$ cat config.mk
export PLATFORM = sky130hd
export DESIGN_NAME = mem_stage_arbiter
export DESIGN_NICKNAME = d
export VERILOG_FILES = /design/src/rtl/mem_stage_arbiter.sv
export SDC_FILE = /design/constraint.sdc
export NUM_CORES = 1
export LEC_CHECK = 0
export BUFFER_PORTS_ARGS = -buffer_cell sky130_fd_sc_hd__buf_2
export CAP_MARGIN = 15
export CELL_PAD_IN_SITES_DETAIL_PLACEMENT = 0
export CELL_PAD_IN_SITES_GLOBAL_PLACEMENT = 1
export CORE_UTILIZATION = 37
export CTS_CLUSTER_DIAMETER = 80
export DETAILED_ROUTE_END_ITERATION = 10
export MAX_ROUTING_LAYER = met4
export PLACE_DENSITY = 0.91
export SYNTH_ARGS = -nofsm -noshare
export SYNTH_HDL_FRONTEND = slang
export SYNTH_SLANG_ARGS = --single-unit
$ cat constraint.sdc
create_clock -name clk -period 4.75 [get_ports clk]
set_input_delay 0.475 -clock clk [delete_from_list [all_inputs] [get_ports clk]]
set_output_delay 0.475 -clock clk [all_outputs]
set_load 0.05 [all_outputs]
$ cat src/rtl/mem_stage_arbiter.sv
// Memory-stage SRAM sequencer shared between the CPU pipeline and one external port.
// Define ARB_FAIR_EN for round-robin arbitration; default is fixed CPU priority.
module mem_stage_arbiter #(
    parameter int WAIT_CYCLES = 1,
    parameter int DW = 16,
    parameter int AW = 16
) (
    input  logic          clk,
    input  logic          reset,
    input  logic          cpu_req,
    input  logic          cpu_we,
    input  logic [AW-1:0] cpu_addr,
    input  logic [DW-1:0] cpu_wdata,
    output logic [DW-1:0] cpu_rdata,
    output logic          cpu_stall,
    input  logic          ext_req,
    input  logic          ext_we,
    input  logic [AW-1:0] ext_addr,
    input  logic [DW-1:0] ext_wdata,
    output logic          ext_gnt,
    output logic          ext_done,
    output logic [DW-1:0] ext_rdata,
    output logic          mem_en,
    output logic          mem_we,
    output logic [AW-1:0] mem_addr,
    output logic [DW-1:0] mem_wdata,
    input  logic [DW-1:0] mem_rdata
);

    typedef enum logic [1:0] {
        IDLE,
        BUSY,
        DONE
    } state_t;

    localparam logic [2:0] WaitInit = 3'(WAIT_CYCLES);

    state_t        state;
    state_t        stateNext;
    logic          ownerExt;
    logic          grantExt;
    logic          anyReq;
    logic          weQ;
    logic [AW-1:0] addrQ;
    logic [DW-1:0] wdataQ;
    logic [DW-1:0] cpuRdataQ;
    logic [DW-1:0] extRdataQ;
    logic [2:0]    waitCnt;

    assign anyReq = cpu_req | ext_req;

`ifdef ARB_FAIR_EN
    logic lastOwnerExt;

    // On a tie the requester that did not win last time gets the memory.
    assign grantExt = ext_req & (!cpu_req | !lastOwnerExt);

    always_ff @(posedge clk or negedge reset) begin
        if (!reset) begin
            lastOwnerExt <= 1'b1;
        end else if (state == IDLE && anyReq) begin
            lastOwnerExt <= grantExt;
        end
    end
`else
    assign grantExt = ext_req & !cpu_req;
`endif

    always_ff @(posedge clk or negedge reset) begin
        if (!reset) begin
            state <= IDLE;
        end else begin
            state <= stateNext;
        end
    end

    always_comb begin
        stateNext = state;
        mem_en    = 1'b0;
        mem_we    = 1'b0;
        ext_gnt   = 1'b0;
        ext_done  = 1'b0;
        cpu_stall = reset & cpu_req;
        unique case (state)
            IDLE: begin
                if (anyReq) begin
                    stateNext = BUSY;
                end
            end
            BUSY: begin
                mem_en  = 1'b1;
                mem_we  = weQ;
                ext_gnt = ownerExt;
                if (waitCnt == 3'd0) begin
                    stateNext = DONE;
                end
            end
            DONE: begin
                stateNext = IDLE;
                ext_gnt   = ownerExt;
                ext_done  = ownerExt;
                if (!ownerExt) begin
                    cpu_stall = 1'b0;
                end
            end
            default: stateNext = IDLE;
        endcase
    end

    // Command is captured once in IDLE; inputs are not looked at again.
    always_ff @(posedge clk or negedge reset) begin
        if (!reset) begin
            ownerExt  <= 1'b0;
            weQ       <= 1'b0;
            addrQ     <= '0;
            wdataQ    <= '0;
            waitCnt   <= 3'd0;
            cpuRdataQ <= '0;
            extRdataQ <= '0;
        end else begin
            if (state == IDLE && anyReq) begin
                ownerExt <= grantExt;
                weQ      <= grantExt ? ext_we : cpu_we;
                addrQ    <= grantExt ? ext_addr : cpu_addr;
                wdataQ   <= grantExt ? ext_wdata : cpu_wdata;
                waitCnt  <= WaitInit;
            end else if (state == BUSY) begin
                if (waitCnt != 3'd0) begin
                    waitCnt <= waitCnt - 3'd1;
                end else if (!weQ) begin
                    if (ownerExt) begin
                        extRdataQ <= mem_rdata;
                    end else begin
                        cpuRdataQ <= mem_rdata;
                    end
                end
            end
        end
    end

    assign mem_addr  = addrQ;
    assign mem_wdata = wdataQ;
    assign cpu_rdata = cpuRdataQ;
    assign ext_rdata = extRdataQ;

endmodule

# Word-level counts from Yosys, hierarchy flattened
# Cells that the tools add are included.
[word_totals]
ff_bits = 71
input_bits = 86
output_inout_bits = 69
wordCells = 47
[classes]
add_sub_neg = 1
eq_ne = 4
n_mux = 15
bitwise = 7
reduce_logical = 12
[ops]
columns = ["op", "n"]
rows = [
  ["16-bit two-way mux", 2],
  ["5-bit AND reduction", 2],
  ["3-bit two-way mux", 3],
  ["1-bit two-way mux", 7],
  ["2-bit two-way mux", 2],
  ["2-bit inequality test (second input constant)", 2],
  ["1-bit NOT", 4],
  ["2-bit case mux with 2 select lines", 1],
  ["2-bit AND reduction", 2],
  ["2-bit nonzero test", 2],
  ["3-bit logical NOT", 1],
  ["3-bit nonzero test", 1],
  ["3-bit by 1-bit subtractor with 3-bit output (second input constant)", 1],
  ["1-bit bitwise AND", 2],
  ["2-bit by 1-bit equality test with 1-bit output (second input constant)", 1],
  ["2-bit equality test (second input constant)", 1],
  ["2-bit logical NOT", 1],
  ["2-bit OR reduction", 1],
  ["1-bit logical AND", 1],
  ["1-bit logical NOT", 1],
  ["1-bit bitwise OR", 1],
]

# Depth between registers and ports, before layout
# Gate-level depths: netlist of the first run.
[depth]
depth_word = 4
depth_mapped = 8
depth_no_buf = 6

# Worst setup path after synthesis of the first run
# Ideal clock, no wire load.
[synth_timing]
kind = "register to register"
start = "register state[1]"
end = "register cpuRdataQ[10], in the netlist cpu_rdata[10]"
setup_ns = 0.125
arrival_ns = 2.152
required_ns = 4.625
slack_ns = 2.473
path_stages_with_launch = 8
path_buffers = 2
period_less_slack_ns = 2.277
path_cell_list = "dfrtp_1 inv_1 ha_1 nand2_1 or4_4 buf_6 buf_12 mux2_4"
[synth_via]
elab_chain_len = 4
elab_cells_between_ends = 5
cone_classes = "eq/ne (1); bitwise (1); reduce/logical (3)"
[synth_rtl]
columns = ["element", "line", "source"]
rows = [
  ["from (decl)", "38", "state_t state;"],
  ["from (signal assigned)", "73", "state <= stateNext;"],
  ["2-bit logical NOT", "121", "if (state == IDLE && anyReq) begin"],
  ["1-bit logical AND", "121", ""],
  ["1-bit NOT (no line)", "n/a", ""],
  ["5-bit AND reduction (no line) (*)", "n/a", ""],
  ["to (signal assigned)", "134", "cpuRdataQ <= mem_rdata;"],
  ["to (decl)", "46", "logic [DW-1:0] cpuRdataQ;"],
]
# Mark *: on every way between the ends. The rest lies on a longest branch, timed or not.
# A chain may end at the register's enable or synchronous reset.

# Worst setup path after layout of the first run
[layout_timing]
start = "register state[0]"
end = "register extRdataQ[12], in the netlist ext_rdata[12]"
[layout_via]
elab_chain_len = 4
elab_cells_between_ends = 5
cone_classes = "eq/ne (1); bitwise (1); reduce/logical (3)"
[layout_rtl]
columns = ["element", "line", "source"]
rows = [
  ["2-bit logical NOT", "121", ""],
  ["1-bit logical AND", "121", ""],
  ["1-bit NOT (no line)", "n/a", ""],
  ["5-bit AND reduction (no line) (*)", "n/a", ""],
  ["to (signal assigned)", "132", "extRdataQ <= mem_rdata;"],
  ["to (decl)", "47", "logic [DW-1:0] extRdataQ;"],
]
# Marked as above.

==> flow_results.xml, run 1 <==
<?xml version="1.0" encoding="UTF-8"?>
<metrics>
  <group name="drt">
    <metric name="detail_routed_via_count_per_cell" unit="">4.59</metric>
    <metric name="post_drt_wl_per_cell" unit="um">12.4</metric>
    <metric name="finalWirelength" unit="mm">6.40</metric>
    <metric name="drt_iter0_markers" unit="">25</metric>
    <metric name="vias" unit="">2368</metric>
    <metric name="drc" unit="">0</metric>
    <metric name="firstDrtPassIters" unit="">3</metric>
    <metric name="antenna_viol_nets_final" unit="">0</metric>
  </group>
  <group name="synth">
    <metric name="post_synthesis_sequential_area_ratio" unit="%">56.4</metric>
    <metric name="synth.net_count" unit="">346</metric>
    <metric name="syn_area" unit="um^2">3150</metric>
    <metric name="synth.avg_cell_area" unit="um^2">12.4</metric>
    <metric name="post_synth_inst_count" unit="">254</metric>
    <metric name="synth_cell_types" unit="">22</metric>
    <metric name="yosys_register_bits" unit="">71</metric>
    <metric name="synth_top_cell_area_share" unit="%">56.4</metric>
    <metric name="synth.largest_area_cell" unit="">sky130_fd_sc_hd__dfrtp_1</metric>
    <metric name="synth.top_cells.by_area" unit="">sky130_fd_sc_hd__dfrtp_1 56%, sky130_fd_sc_hd__mux2i_1 10%, sky130_fd_sc_hd__mux2_2 8.2%</metric>
    <metric name="yosysWarnings" unit="">0</metric>
  </group>
  <group name="cts">
    <metric name="tritoncts_clock_tree" unit="">done</metric>
    <metric name="cts.repair.resized" unit="">0</metric>
    <metric name="cts.sinks" unit="">71</metric>
    <metric name="post-cts-setup-buffers" unit="">0</metric>
    <metric name="cts_htree_levels" unit="">3</metric>
    <metric name="clkTransAtPathRegs" unit="ns">0.08</metric>
    <metric name="cts-buffers-inserted" unit="">9</metric>
    <metric name="clk_path_buf_depth" unit="">2</metric>
    <metric name="clock_latency" unit="ns">0.33</metric>
    <metric name="ctsRootBufferMaster" unit="">sky130_fd_sc_hd__clkbuf_8</metric>
    <metric name="hold_buffer_count_at_cts" unit="">0</metric>
  </group>
  <group name="grt">
    <metric name="grt_start_max_net_pins" unit="">73</metric>
    <metric name="global_route.usage.total" unit="%">15.8</metric>
    <metric name="grt_remaining_overflow" unit="">0</metric>
    <metric name="grt_pass1_vias" unit="">2292</metric>
    <metric name="number_of_antenna_violations_at_the_first_check_in_global_routing" unit="">0</metric>
    <metric name="first_pass_grt_wire_length" unit="mm">10.5</metric>
  </group>
  <group name="timing">
    <metric name="min_period_over_period" unit="%">48.9</metric>
    <metric name="hold_viol_final" unit="">0</metric>
    <metric name="slew-limit-headroom" unit="%">32.0</metric>
    <metric name="setup_viol" unit="">0</metric>
    <metric name="setup_tns" unit="ns">0</metric>
    <metric name="timing_worst_slew_pin_value" unit="ns">1.01</metric>
    <metric name="period_needed" unit="ns">2.32</metric>
    <metric name="upper_clock_frequency_limit" unit="MHz">431</metric>
    <metric name="setup_repair_after_global_routing_missed_its_margin" unit="">no</metric>
    <metric name="fin_skew" unit="ns">0.00782</metric>
    <metric name="timing_max_transition_violations_final" unit="">0</metric>
  </group>
  <group name="finish">
    <metric name="filler_cell_count" unit="">755</metric>
    <metric name="multi_input_comb_area" unit="um^2">1280</metric>
    <metric name="layout-drive-gt1-share" unit="%">51.1</metric>
    <metric name="syn_to_final_growth" unit="%">34.5</metric>
    <metric name="antenna_cells_inserted" unit="">0</metric>
    <metric name="most_frequent_standard_cell_in_the_layout_excluding_fill_and_tap_cells" unit="">sky130_fd_sc_hd__buf_2</metric>
    <metric name="layout.cells.most_common_list" unit="">153 x sky130_fd_sc_hd__buf_2, 71 x sky130_fd_sc_hd__dfrtp_1, 36 x sky130_fd_sc_hd__nand2_1</metric>
    <metric name="final_util" unit="%">51.6</metric>
    <metric name="seq_area" unit="um^2">1780</metric>
    <metric name="design.final.nets" unit="">498</metric>
  </group>
  <group name="hold_path">
    <metric name="hold_class" unit="">input port to asynchronous set/reset pin</metric>
  </group>
  <group name="placement">
    <metric name="place_hpwl" unit="mm">4.74</metric>
    <metric name="place_congestion" unit="">0.738</metric>
    <metric name="buffer_ports.inserted" unit="">154</metric>
  </group>
  <group name="critical_path">
    <metric name="critPathMaxFanout" unit="">16</metric>
    <metric name="worst-setup-path-type" unit="">register to register</metric>
    <metric name="worst_r2r_path_depth" unit="">5</metric>
    <metric name="timing.critical_path.max_delay_family" unit="">simple AND/OR/NAND/NOR gates</metric>
    <metric name="crit_path_start_kind" unit="">register</metric>
    <metric name="worst-endpoint-arrival" unit="ns">2.53</metric>
    <metric name="timing.critical_path.required" unit="ns">4.96</metric>
    <metric name="ff_to_ff_end" unit="">ext_rdata[12]$_DFFE_PN0P_</metric>
    <metric name="worstPathBufferInverterCount" unit="">1</metric>
    <metric name="largest_incremental_delay_on_the_critical_path" unit="ns">0.83</metric>
    <metric name="crit_path_end" unit="">ext_rdata[12]$_DFFE_PN0P_</metric>
    <metric name="end_kind" unit="">register</metric>
    <metric name="critical_path.startpoint" unit="">state[0]$_DFFE_PN0P_</metric>
    <metric name="worst_r2r_startpoint" unit="">state[0]$_DFFE_PN0P_</metric>
    <metric name="critical_path_depth" unit="">5</metric>
    <metric name="crit_path_cell_trace" unit="">inv_1, ha_1, o21a_4, nor4_4, mux2_2</metric>
    <metric name="critPathSlowestCell" unit="">sky130_fd_sc_hd__nor4_4</metric>
    <metric name="reg2reg_slack" unit="ns">2.43</metric>
  </group>
  <group name="pwr">
    <metric name="power.density" unit="nW/um^2">830</metric>
    <metric name="power.leakage" unit="nW">2.15</metric>
    <metric name="power.total" unit="mW">3.52</metric>
    <metric name="peakVddDrop" unit="V">0.000312</metric>
  </group>
  <group name="floorplanning">
    <metric name="rows" unit="">33</metric>
    <metric name="io_pins" unit="">155</metric>
    <metric name="die_h" unit="um">94.3</metric>
    <metric name="coreArea" unit="um^2">8220</metric>
    <metric name="die_area" unit="um^2">8890</metric>
    <metric name="die_outline_width" unit="um">94.3</metric>
    <metric name="starting_utilization_of_the_core_area" unit="%">38.3</metric>
  </group>
  <group name="status">
    <metric name="outcome" unit="">finished, final reports clean</metric>
  </group>
  <group name="run">
    <metric name="max_cap_viol_count" unit="">0</metric>
  </group>
</metrics>
-- sequential cells by signal, indices dropped and copies added, names as in the netlist --
signal / flops
cpu_rdata: 16
ext_rdata: 16
mem_addr: 16
mem_wdata: 16
ownerExt: 1
state: 2
waitCnt: 3
weQ: 1
-- worst reg2reg max path, stage by stage, from the launching register on --
cell and delay, ns:
sky130_fd_sc_hd__dfrtp_1 0.39, sky130_fd_sc_hd__inv_1 0.09, sky130_fd_sc_hd__ha_1 0.29, sky130_fd_sc_hd__o21a_4 0.18
sky130_fd_sc_hd__nor4_4 0.83, sky130_fd_sc_hd__mux2_2 0.43
-- per-layer routing --
metal	global-route usage, %	wire [um]
met1	18.8	2890
met2	25.5	3000
met3	3.48	443
met4	7.31	63
met5	-	0
-- cells by family (layout without fill, tap and decap cells) --
family                     count (synthesis)  in the layout  share of synthesized area, %
adders and majority gates                  6              6                          2.38
AOI/OAI and AO/OA                         43             43                          7.39
and+or+nand+nor                           46             46                          6.67
DFF                                       71             71                          56.4
xor gates and xnor gates                   1              1                         0.278
muxes                                     66             66                          23.5
buffers and inverters                     21            178                          3.42
-- per-stage QoR --
| stage | hold WS, ns | instances | worst slack (ns) | cell area [um^2] |
|---|---|---|---|---|
| 2_1_floorplan | 0.179 | 254 | 2.47 | 3150 |
| 3_5_place_dp | 0.465 | 499 | 2.41 | 4000 |
| 6_report | 0.260 | 516 | 2.43 | 4240 |
| 3_3_place_gp | 0.457 | 499 | 2.54 | 4000 |
| 4_1_cts | 0.279 | 515 | 2.40 | 4220 |
| 5_1_grt | 0.339 | 516 | 2.26 | 4240 |
-- cell type report --
class / count / area share [%]
flip-flops and latches: 71 / 41.9
multi-input cells: 162 / 30.3
repair buffers: 156 / 18.9
well taps: 105 / 3.10
clock buffers: 9 / 2.92
clock inverters: 7 / 2.30
inverters: 6 / 0.531
-- synthesized netlist by cell type (all sizes together) --
cell type,number
dfrtp,71
nand2,36
o21ai,35
mux2,33
mux2i,33
clkbuf,9
buf,6
ha,6
inv,6
a21oi,4
and2,3
nor2,3
a211oi,2
nor2b,2
o21a,2
nor4,1
or4,1
xnor2,1
-- power breakdown --
part	switching [mW]	leakage, nW	internal [mW]	total [mW]
logic	1.43	1.19	0.500	1.93
registers	0.162	0.852	0.907	1.07
clock network	0.224	0.105	0.296	0.520
total	1.81	2.15	1.70	3.52
-- worst min-delay path by stage --
stage                           endpoint  depth (start not counted)
2_1_floorplan   cpu_rdata[0]$_DFFE_PN0P_                          0
3_3_place_gp    mem_wdata[1]$_DFFE_PN0P_                          2
3_5_place_dp    mem_wdata[1]$_DFFE_PN0P_                          2
4_1_cts        mem_wdata[10]$_DFFE_PN0P_                          1
5_1_grt        mem_wdata[10]$_DFFE_PN0P_                          1
6_report        cpu_rdata[4]$_DFFE_PN0P_                          1
(Power assumes the default switching activity.)
==> run 2: changes to the inputs <==
Settings changed: CORE_UTILIZATION 37 to 31, PLACE_DENSITY 0.91 to 0.82.
Clock period 4.75 ns to 2 ns, I/O delays scaled along.
==> run 2 against run 1 <==
Effect of this change: register-to-register slack got worse by 2.4 ns; final area is 2.2% higher; global-route usage decreased by 2.0 points; clock skew barely moved; combinational power is 150% higher; core utilization down 7.5 points; first-iteration DRC count is 20% higher; flip-flop and latch count unchanged; setup slack worse by 2.4 ns; total power increased by 140%.
==> flow_results.xml, run 2 (synthesis results as in run 1) <==
<?xml version="1.0" encoding="UTF-8"?>
<metrics>
  <group name="timing">
    <metric name="setup_viol" unit="">0</metric>
    <metric name="worst_hold_slack" unit="ns">0.0617</metric>
    <metric name="upper_clock_frequency_limit" unit="MHz">512</metric>
    <metric name="hold_viol_final" unit="">0</metric>
    <metric name="timing_max_transition_violations_final" unit="">0</metric>
    <metric name="period_needed" unit="ns">1.95</metric>
    <metric name="setup_tns" unit="ns">0</metric>
    <metric name="timing_worst_slew_pin_value" unit="ns">1.04</metric>
    <metric name="fin_ws" unit="ns">0.0454</metric>
    <metric name="min_period_over_period" unit="%">97.7</metric>
    <metric name="slew-limit-headroom" unit="%">30.6</metric>
    <metric name="fin_skew" unit="ns">0.00748</metric>
  </group>
  <group name="drt">
    <metric name="vias" unit="">2467</metric>
    <metric name="detail_routed_via_count_per_cell" unit="">4.47</metric>
    <metric name="dr.max_layer_used" unit="">met4</metric>
    <metric name="finalWirelength" unit="mm">7.09</metric>
    <metric name="wl_met1" unit="mm">3.15</metric>
    <metric name="dr_wl_met2" unit="mm">3.30</metric>
    <metric name="firstDrtPassIters" unit="">4</metric>
    <metric name="post_drt_wl_per_cell" unit="um">12.8</metric>
    <metric name="route.met3.wl" unit="um">561</metric>
    <metric name="drc" unit="">0</metric>
    <metric name="antenna_viol_nets_final" unit="">0</metric>
    <metric name="drt_iter0_markers" unit="">30</metric>
  </group>
  <group name="critical_path">
    <metric name="crit_path_start_kind" unit="">register</metric>
    <metric name="worst-setup-path-type" unit="">register to register</metric>
    <metric name="largest_incremental_delay_on_the_critical_path" unit="ns">0.61</metric>
    <metric name="end_kind" unit="">register</metric>
    <metric name="crit_path_cell_trace" unit="">inv_1, ha_1, ha_2, nand2_2, or4_4, mux2_4</metric>
    <metric name="worst-endpoint-arrival" unit="ns">2.18</metric>
    <metric name="critPathMaxFanout" unit="">8</metric>
    <metric name="timing.critical_path.max_delay_family" unit="">simple AND/OR/NAND/NOR gates</metric>
    <metric name="timing.critical_path.required" unit="ns">2.23</metric>
    <metric name="critPathSlowestCell" unit="">sky130_fd_sc_hd__or4_4</metric>
    <metric name="worstPathBufferInverterCount" unit="">1</metric>
  </group>
  <group name="floorplanning">
    <metric name="io_pins" unit="">155</metric>
    <metric name="starting_utilization_of_the_core_area" unit="%">32.1</metric>
    <metric name="die_outline_width" unit="um">103</metric>
    <metric name="die_h" unit="um">103</metric>
    <metric name="rows" unit="">36</metric>
    <metric name="die_area" unit="um^2">10600</metric>
    <metric name="coreArea" unit="um^2">9820</metric>
  </group>
  <group name="grt">
    <metric name="grt_start_max_net_pins" unit="">72</metric>
    <metric name="grt_pass1_vias" unit="">2315</metric>
    <metric name="grt_remaining_overflow" unit="">0</metric>
    <metric name="first_pass_grt_wire_length" unit="mm">10.8</metric>
    <metric name="global_route.usage.total" unit="%">13.8</metric>
    <metric name="number_of_antenna_violations_at_the_first_check_in_global_routing" unit="">0</metric>
  </group>
  <group name="pwr">
    <metric name="p_comb_share" unit="%">56.3</metric>
    <metric name="power.leakage" unit="nW">2.17</metric>
    <metric name="power.internal" unit="mW">4.01</metric>
    <metric name="share_seq_of_total_power" unit="%">30.2</metric>
    <metric name="power.density" unit="nW/um^2">1940</metric>
    <metric name="peakVddDrop" unit="V">0.000830</metric>
    <metric name="netSwitchingPower" unit="mW">4.40</metric>
    <metric name="switching_share" unit="%">52.3</metric>
    <metric name="power.total" unit="mW">8.41</metric>
    <metric name="clockPowerShare" unit="%">13.5</metric>
  </group>
  <group name="finish">
    <metric name="layout-drive-gt1-share" unit="%">52.7</metric>
    <metric name="most_frequent_standard_cell_in_the_layout_excluding_fill_and_tap_cells" unit="">sky130_fd_sc_hd__buf_2</metric>
    <metric name="filler_cell_count" unit="">971</metric>
    <metric name="syn_to_final_growth" unit="%">37.5</metric>
    <metric name="final_util" unit="%">44.1</metric>
    <metric name="layout.cells.most_common_list" unit="">153 x sky130_fd_sc_hd__buf_2, 71 x sky130_fd_sc_hd__dfrtp_1, 35 x sky130_fd_sc_hd__nand2_1</metric>
    <metric name="antenna_cells_inserted" unit="">0</metric>
    <metric name="design.final.nets" unit="">506</metric>
  </group>
  <group name="placement">
    <metric name="place_congestion" unit="">0.777</metric>
    <metric name="buffer_ports.inserted" unit="">154</metric>
    <metric name="place_hpwl" unit="mm">5.08</metric>
    <metric name="pre_cts_slack" unit="ns">0.0881</metric>
  </group>
  <group name="run">
    <metric name="max_cap_viol_count" unit="">0</metric>
  </group>
  <group name="cts">
    <metric name="clk_path_buf_depth" unit="">2</metric>
    <metric name="cts.sinks" unit="">71</metric>
    <metric name="cts-buffers-inserted" unit="">9</metric>
    <metric name="ctsRootBufferMaster" unit="">sky130_fd_sc_hd__clkbuf_8</metric>
    <metric name="clkTransAtPathRegs" unit="ns">0.08</metric>
    <metric name="clock_latency" unit="ns">0.34</metric>
    <metric name="tritoncts_clock_tree" unit="">done</metric>
    <metric name="cts_htree_levels" unit="">3</metric>
  </group>
  <group name="hold_path">
    <metric name="hold_class" unit="">input port to asynchronous set/reset pin</metric>
  </group>
  <group name="status">
    <metric name="outcome" unit="">finished, final reports clean</metric>
  </group>
</metrics>
-- run 2: cell type report --
class                           instances  area (um^2)  share of cell area, %
Sequential cell                        71         1780                   41.0
Multi-Input combinational cell        163         1320                   30.4
Timing Repair Buffer                  163          853                   19.7
Tap cell                              133          166                   3.84
Clock buffer                           10          128                   2.95
Clock inverter                          6         70.1                   1.62
Inverter                                6         22.5                  0.520
-- run 2: power groups by stage --
stage | combinational, mW | clock (mW) | sequential, mW
CTS | 4.74 | 1.18 | 2.54
finish | 4.73 | 1.13 | 2.54
global placement | 4.67 | 0 | 2.53
floorplan | 1.31 | 0 | 4.82
detailed placement | 4.74 | 0 | 2.55
global route | 5.05 | 1.24 | 2.64
-- run 2: worst register-to-register path, delay by kind of cell (launching register included) --
kind / cells / cell delay [ns]
adders and majority gates: 2 / 0.34
buffers and inverters: 1 / 0.06
DFF: 1 / 0.39
muxes: 1 / 0.34
and+or+nand+nor: 2 / 0.70
-- run 2: worst paths after layout --
kind / start / endpoint / slack, ns / cells past startpoint
hold / removal: reset / mem_addr[9]$_DFFE_PN0P_ / 0.06 / 2
min in group clk: mem_rdata[0] / cpu_rdata[0]$_DFFE_PN0P_ / 0.10 / 2
max in group asynchronous: reset / mem_wdata[0]$_DFFE_PN0P_ / 1.34 / 2
setup / recovery: waitCnt[0]$_DFFE_PN0P_ / cpu_rdata[9]$_DFFE_PN0P_ / 0.05 / 6
setup reg to reg: waitCnt[0]$_DFFE_PN0P_ / cpu_rdata[9]$_DFFE_PN0P_ / 0.05 / 6
hold reg to reg: mem_addr[10]$_DFFE_PN0P_ / mem_addr[10]$_DFFE_PN0P_ / 0.48 / 2
-- run 2: what timing repair did --
action	4_1_cts	5_1_grt
gates resized for setup	0	3
setup buffers	0	1
endpoints found under the setup margin	0	3
hold buffers	0	0
-- run 2: stage by stage --
stage,cell area [um^2],instances
after floorplan,3170,254
after CTS,4310,550
after global routing,4330,552
final,4330,552
after global placement,4110,534
after detailed placement,4110,534
-- run 2: layer usage --
metal / vias up / GRT usage, %
met1: 1154 / 16.6
met3: 6 / 4.34
met2: 108 / 21.6
li1: 1199 / -
met4: 0 / 5.53
met5: - / -
==> run 3: changes to the inputs <==
Settings changed: CORE_ASPECT_RATIO set to 1.1.
==> run 3 against run 2 <==
Effect of this change: the run now ends with design-rule violations left; clock-buffer cell count grew 2; clock skew fell by 0.00061 ns; sequential power barely moved; routed wire length fell by 1.6%; final area is 0.72% lower; flip-flop and latch count unchanged; first-iteration DRC count grew 140%; non-clock buffer count shrank 1; fmax is 1.8% higher; hold slack improved by 0.034 ns; die area about the same; final cell count shrank 2.7%; critical path type unchanged.
==> flow_results.xml, run 3 (synthesis results as in run 1) <==
<?xml version="1.0" encoding="UTF-8"?>
<metrics>
  <group name="drt">
    <metric name="finalWirelength" unit="mm">6.97</metric>
    <metric name="post_drt_wl_per_cell" unit="um">13.0</metric>
    <metric name="drc" unit="">10</metric>
    <metric name="dr_wl_met2" unit="mm">3.54</metric>
    <metric name="vias" unit="">2447</metric>
    <metric name="drt_iter0_markers" unit="">72</metric>
    <metric name="wl_met1" unit="mm">2.93</metric>
    <metric name="detail_routed_via_count_per_cell" unit="">4.56</metric>
    <metric name="antenna_viol_nets_final" unit="">0</metric>
    <metric name="firstDrtPassIters" unit="">7</metric>
    <metric name="route.met3.wl" unit="um">427</metric>
    <metric name="dr.max_layer_used" unit="">met4</metric>
  </group>
  <group name="pwr">
    <metric name="power.leakage" unit="nW">2.16</metric>
    <metric name="peakVddDrop" unit="V">0.000618</metric>
    <metric name="power.density" unit="nW/um^2">1920</metric>
    <metric name="power.total" unit="mW">8.27</metric>
  </group>
  <group name="timing">
    <metric name="fin_ws" unit="ns">0.0796</metric>
    <metric name="fin_skew" unit="ns">0.00687</metric>
    <metric name="hold_viol_final" unit="">0</metric>
    <metric name="period_needed" unit="ns">1.92</metric>
    <metric name="slew-limit-headroom" unit="%">41.2</metric>
    <metric name="min_period_over_period" unit="%">96.0</metric>
    <metric name="setup_repair_after_global_routing_missed_its_margin" unit="">no</metric>
    <metric name="timing_worst_slew_pin_value" unit="ns">0.882</metric>
    <metric name="setup_tns" unit="ns">0</metric>
    <metric name="timing_max_transition_violations_final" unit="">0</metric>
    <metric name="setup_viol" unit="">0</metric>
    <metric name="upper_clock_frequency_limit" unit="MHz">521</metric>
  </group>
  <group name="grt">
    <metric name="global_route.usage.total" unit="%">13.7</metric>
    <metric name="grt_remaining_overflow" unit="">0</metric>
    <metric name="number_of_antenna_violations_at_the_first_check_in_global_routing" unit="">0</metric>
    <metric name="grt_pass1_vias" unit="">2475</metric>
    <metric name="grt_start_max_net_pins" unit="">72</metric>
    <metric name="first_pass_grt_wire_length" unit="mm">11.2</metric>
  </group>
  <group name="critical_path">
    <metric name="critPathMaxFanout" unit="">8</metric>
    <metric name="worst_r2r_startpoint" unit="">waitCnt[0]$_DFFE_PN0P_</metric>
    <metric name="ff_to_ff_end" unit="">cpu_rdata[14]$_DFFE_PN0P_</metric>
    <metric name="worst-setup-path-type" unit="">register to register</metric>
    <metric name="end_kind" unit="">register</metric>
    <metric name="crit_path_start_kind" unit="">register</metric>
    <metric name="reg2reg_slack" unit="ns">0.08</metric>
    <metric name="worst_r2r_path_depth" unit="">6</metric>
    <metric name="timing.critical_path.required" unit="ns">2.21</metric>
    <metric name="worst-endpoint-arrival" unit="ns">2.13</metric>
  </group>
  <group name="floorplanning">
    <metric name="die_area" unit="um^2">10600</metric>
    <metric name="die_outline_width" unit="um">98.1</metric>
    <metric name="die_h" unit="um">108</metric>
    <metric name="coreArea" unit="um^2">9890</metric>
    <metric name="io_pins" unit="">155</metric>
    <metric name="starting_utilization_of_the_core_area" unit="%">31.9</metric>
    <metric name="rows" unit="">38</metric>
  </group>
  <group name="placement">
    <metric name="place_congestion" unit="">0.749</metric>
    <metric name="placed_cell_area" unit="um^2">4110</metric>
    <metric name="pre_cts_slack" unit="ns">0.0799</metric>
    <metric name="place_hpwl" unit="mm">4.99</metric>
    <metric name="buffer_ports.inserted" unit="">154</metric>
  </group>
  <group name="cts">
    <metric name="cts-buffers-inserted" unit="">9</metric>
    <metric name="clk_path_buf_depth" unit="">2</metric>
    <metric name="clkTransAtPathRegs" unit="ns">0.07</metric>
    <metric name="tritoncts_clock_tree" unit="">done</metric>
    <metric name="ctsRootBufferMaster" unit="">sky130_fd_sc_hd__clkbuf_8</metric>
    <metric name="cts.sinks" unit="">71</metric>
    <metric name="clock_latency" unit="ns">0.33</metric>
    <metric name="cts_htree_levels" unit="">3</metric>
  </group>
  <group name="finish">
    <metric name="layout-drive-gt1-share" unit="%">52.3</metric>
    <metric name="multi_input_comb_area" unit="um^2">1320</metric>
    <metric name="filler_cell_count" unit="">996</metric>
    <metric name="most_frequent_standard_cell_in_the_layout_excluding_fill_and_tap_cells" unit="">sky130_fd_sc_hd__buf_2</metric>
    <metric name="design.final.nets" unit="">505</metric>
    <metric name="final_cell_area" unit="um^2">4300</metric>
    <metric name="final_util" unit="%">43.5</metric>
    <metric name="seq_area" unit="um^2">1780</metric>
    <metric name="syn_to_final_growth" unit="%">36.5</metric>
    <metric name="layout.cells.most_common_list" unit="">153 x sky130_fd_sc_hd__buf_2, 71 x sky130_fd_sc_hd__dfrtp_1, 35 x sky130_fd_sc_hd__nand2_1</metric>
    <metric name="antenna_cells_inserted" unit="">0</metric>
  </group>
  <group name="run">
    <metric name="max_cap_viol_count" unit="">0</metric>
  </group>
  <group name="status">
    <metric name="violated_checks" unit="">design-rule violations</metric>
    <metric name="outcome" unit="">finished with violations</metric>
  </group>
  <group name="hold_path">
    <metric name="hold_class" unit="">input port to asynchronous set/reset pin</metric>
  </group>
</metrics>
[run 3: cell types whose count changed in the layout (fill, tap and decap cells not counted)]
cell,change
sky130_fd_sc_hd__clkinv_4,-1
sky130_fd_sc_hd__bufinv_16,-1
sky130_fd_sc_hd__clkinv_2,+1
sky130_fd_sc_hd__clkbuf_1,+1
sky130_fd_sc_hd__inv_6,-1
sky130_fd_sc_hd__clkinvlp_4,-1
sky130_fd_sc_hd__clkbuf_8,+1
sky130_fd_sc_hd__buf_12,+2
sky130_fd_sc_hd__buf_4,-3
[run 3: worst max-delay path by stage]
stage                            from                         to  slack, ns
2_1_floorplan    state[0]$_DFFE_PN0P_  cpu_rdata[10]$_DFFE_PN0P_       0.01
3_3_place_gp   waitCnt[0]$_DFFE_PN0P_  cpu_rdata[10]$_DFFE_PN0P_       0.12
3_5_place_dp     state[1]$_DFFE_PN0P_  cpu_rdata[13]$_DFFE_PN0P_       0.08
4_1_cts          state[1]$_DFFE_PN0P_  cpu_rdata[13]$_DFFE_PN0P_       0.06
5_1_grt        waitCnt[1]$_DFFE_PN0P_  cpu_rdata[14]$_DFFE_PN0P_       0.01
6_report       waitCnt[0]$_DFFE_PN0P_  cpu_rdata[14]$_DFFE_PN0P_       0.08
[run 3: what timing repair did]
action | 4_1_cts | 5_1_grt
resized for setup | 0 | 3
buffers inserted | 0 | 1
hold buffers | 0 | 0
setup endpoints to repair | 0 | 8
[run 3: worst max-delay path, stage by stage (launching register included)]
cell and delay, ns:
sky130_fd_sc_hd__dfrtp_1 0.38, sky130_fd_sc_hd__inv_1 0.06, sky130_fd_sc_hd__ha_1 0.14, sky130_fd_sc_hd__ha_2 0.18
sky130_fd_sc_hd__nand2_2 0.09, sky130_fd_sc_hd__or4_4 0.61, sky130_fd_sc_hd__mux2_4 0.34
[run 3: final cells by class]
cell class	instances	area share, %
Clock buffer	12	3.37
Tap cell	120	3.49
Sequential cell	71	41.3
Clock inverter	3	0.465
Timing Repair Buffer	162	20.2
Multi-Input combinational cell	163	30.6
Inverter	6	0.524
[run 3: report_power, final]
group	total (mW)	switching (mW)	internal, mW
Clock	0.979	0.503	0.476
Sequential	2.54	0.389	2.15
Combinational	4.75	3.46	1.29
Total	8.27	4.35	3.92
[run 3: through the flow]
stage | hold slack (ns) | cells
floorplan | -0.0956 | 254
global placement | 0.447 | 520
global route | 0.0892 | 537
finish | 0.0958 | 537
detailed placement | 0.450 | 520
CTS | 0.0876 | 535
[run 3: layer usage]
layer  global-route usage, %  up-vias
met5                       -        -
li1                        -     1194
met3                    3.05        7
met1                    15.3     1142
met2                    23.5      104
met4                    6.17        0
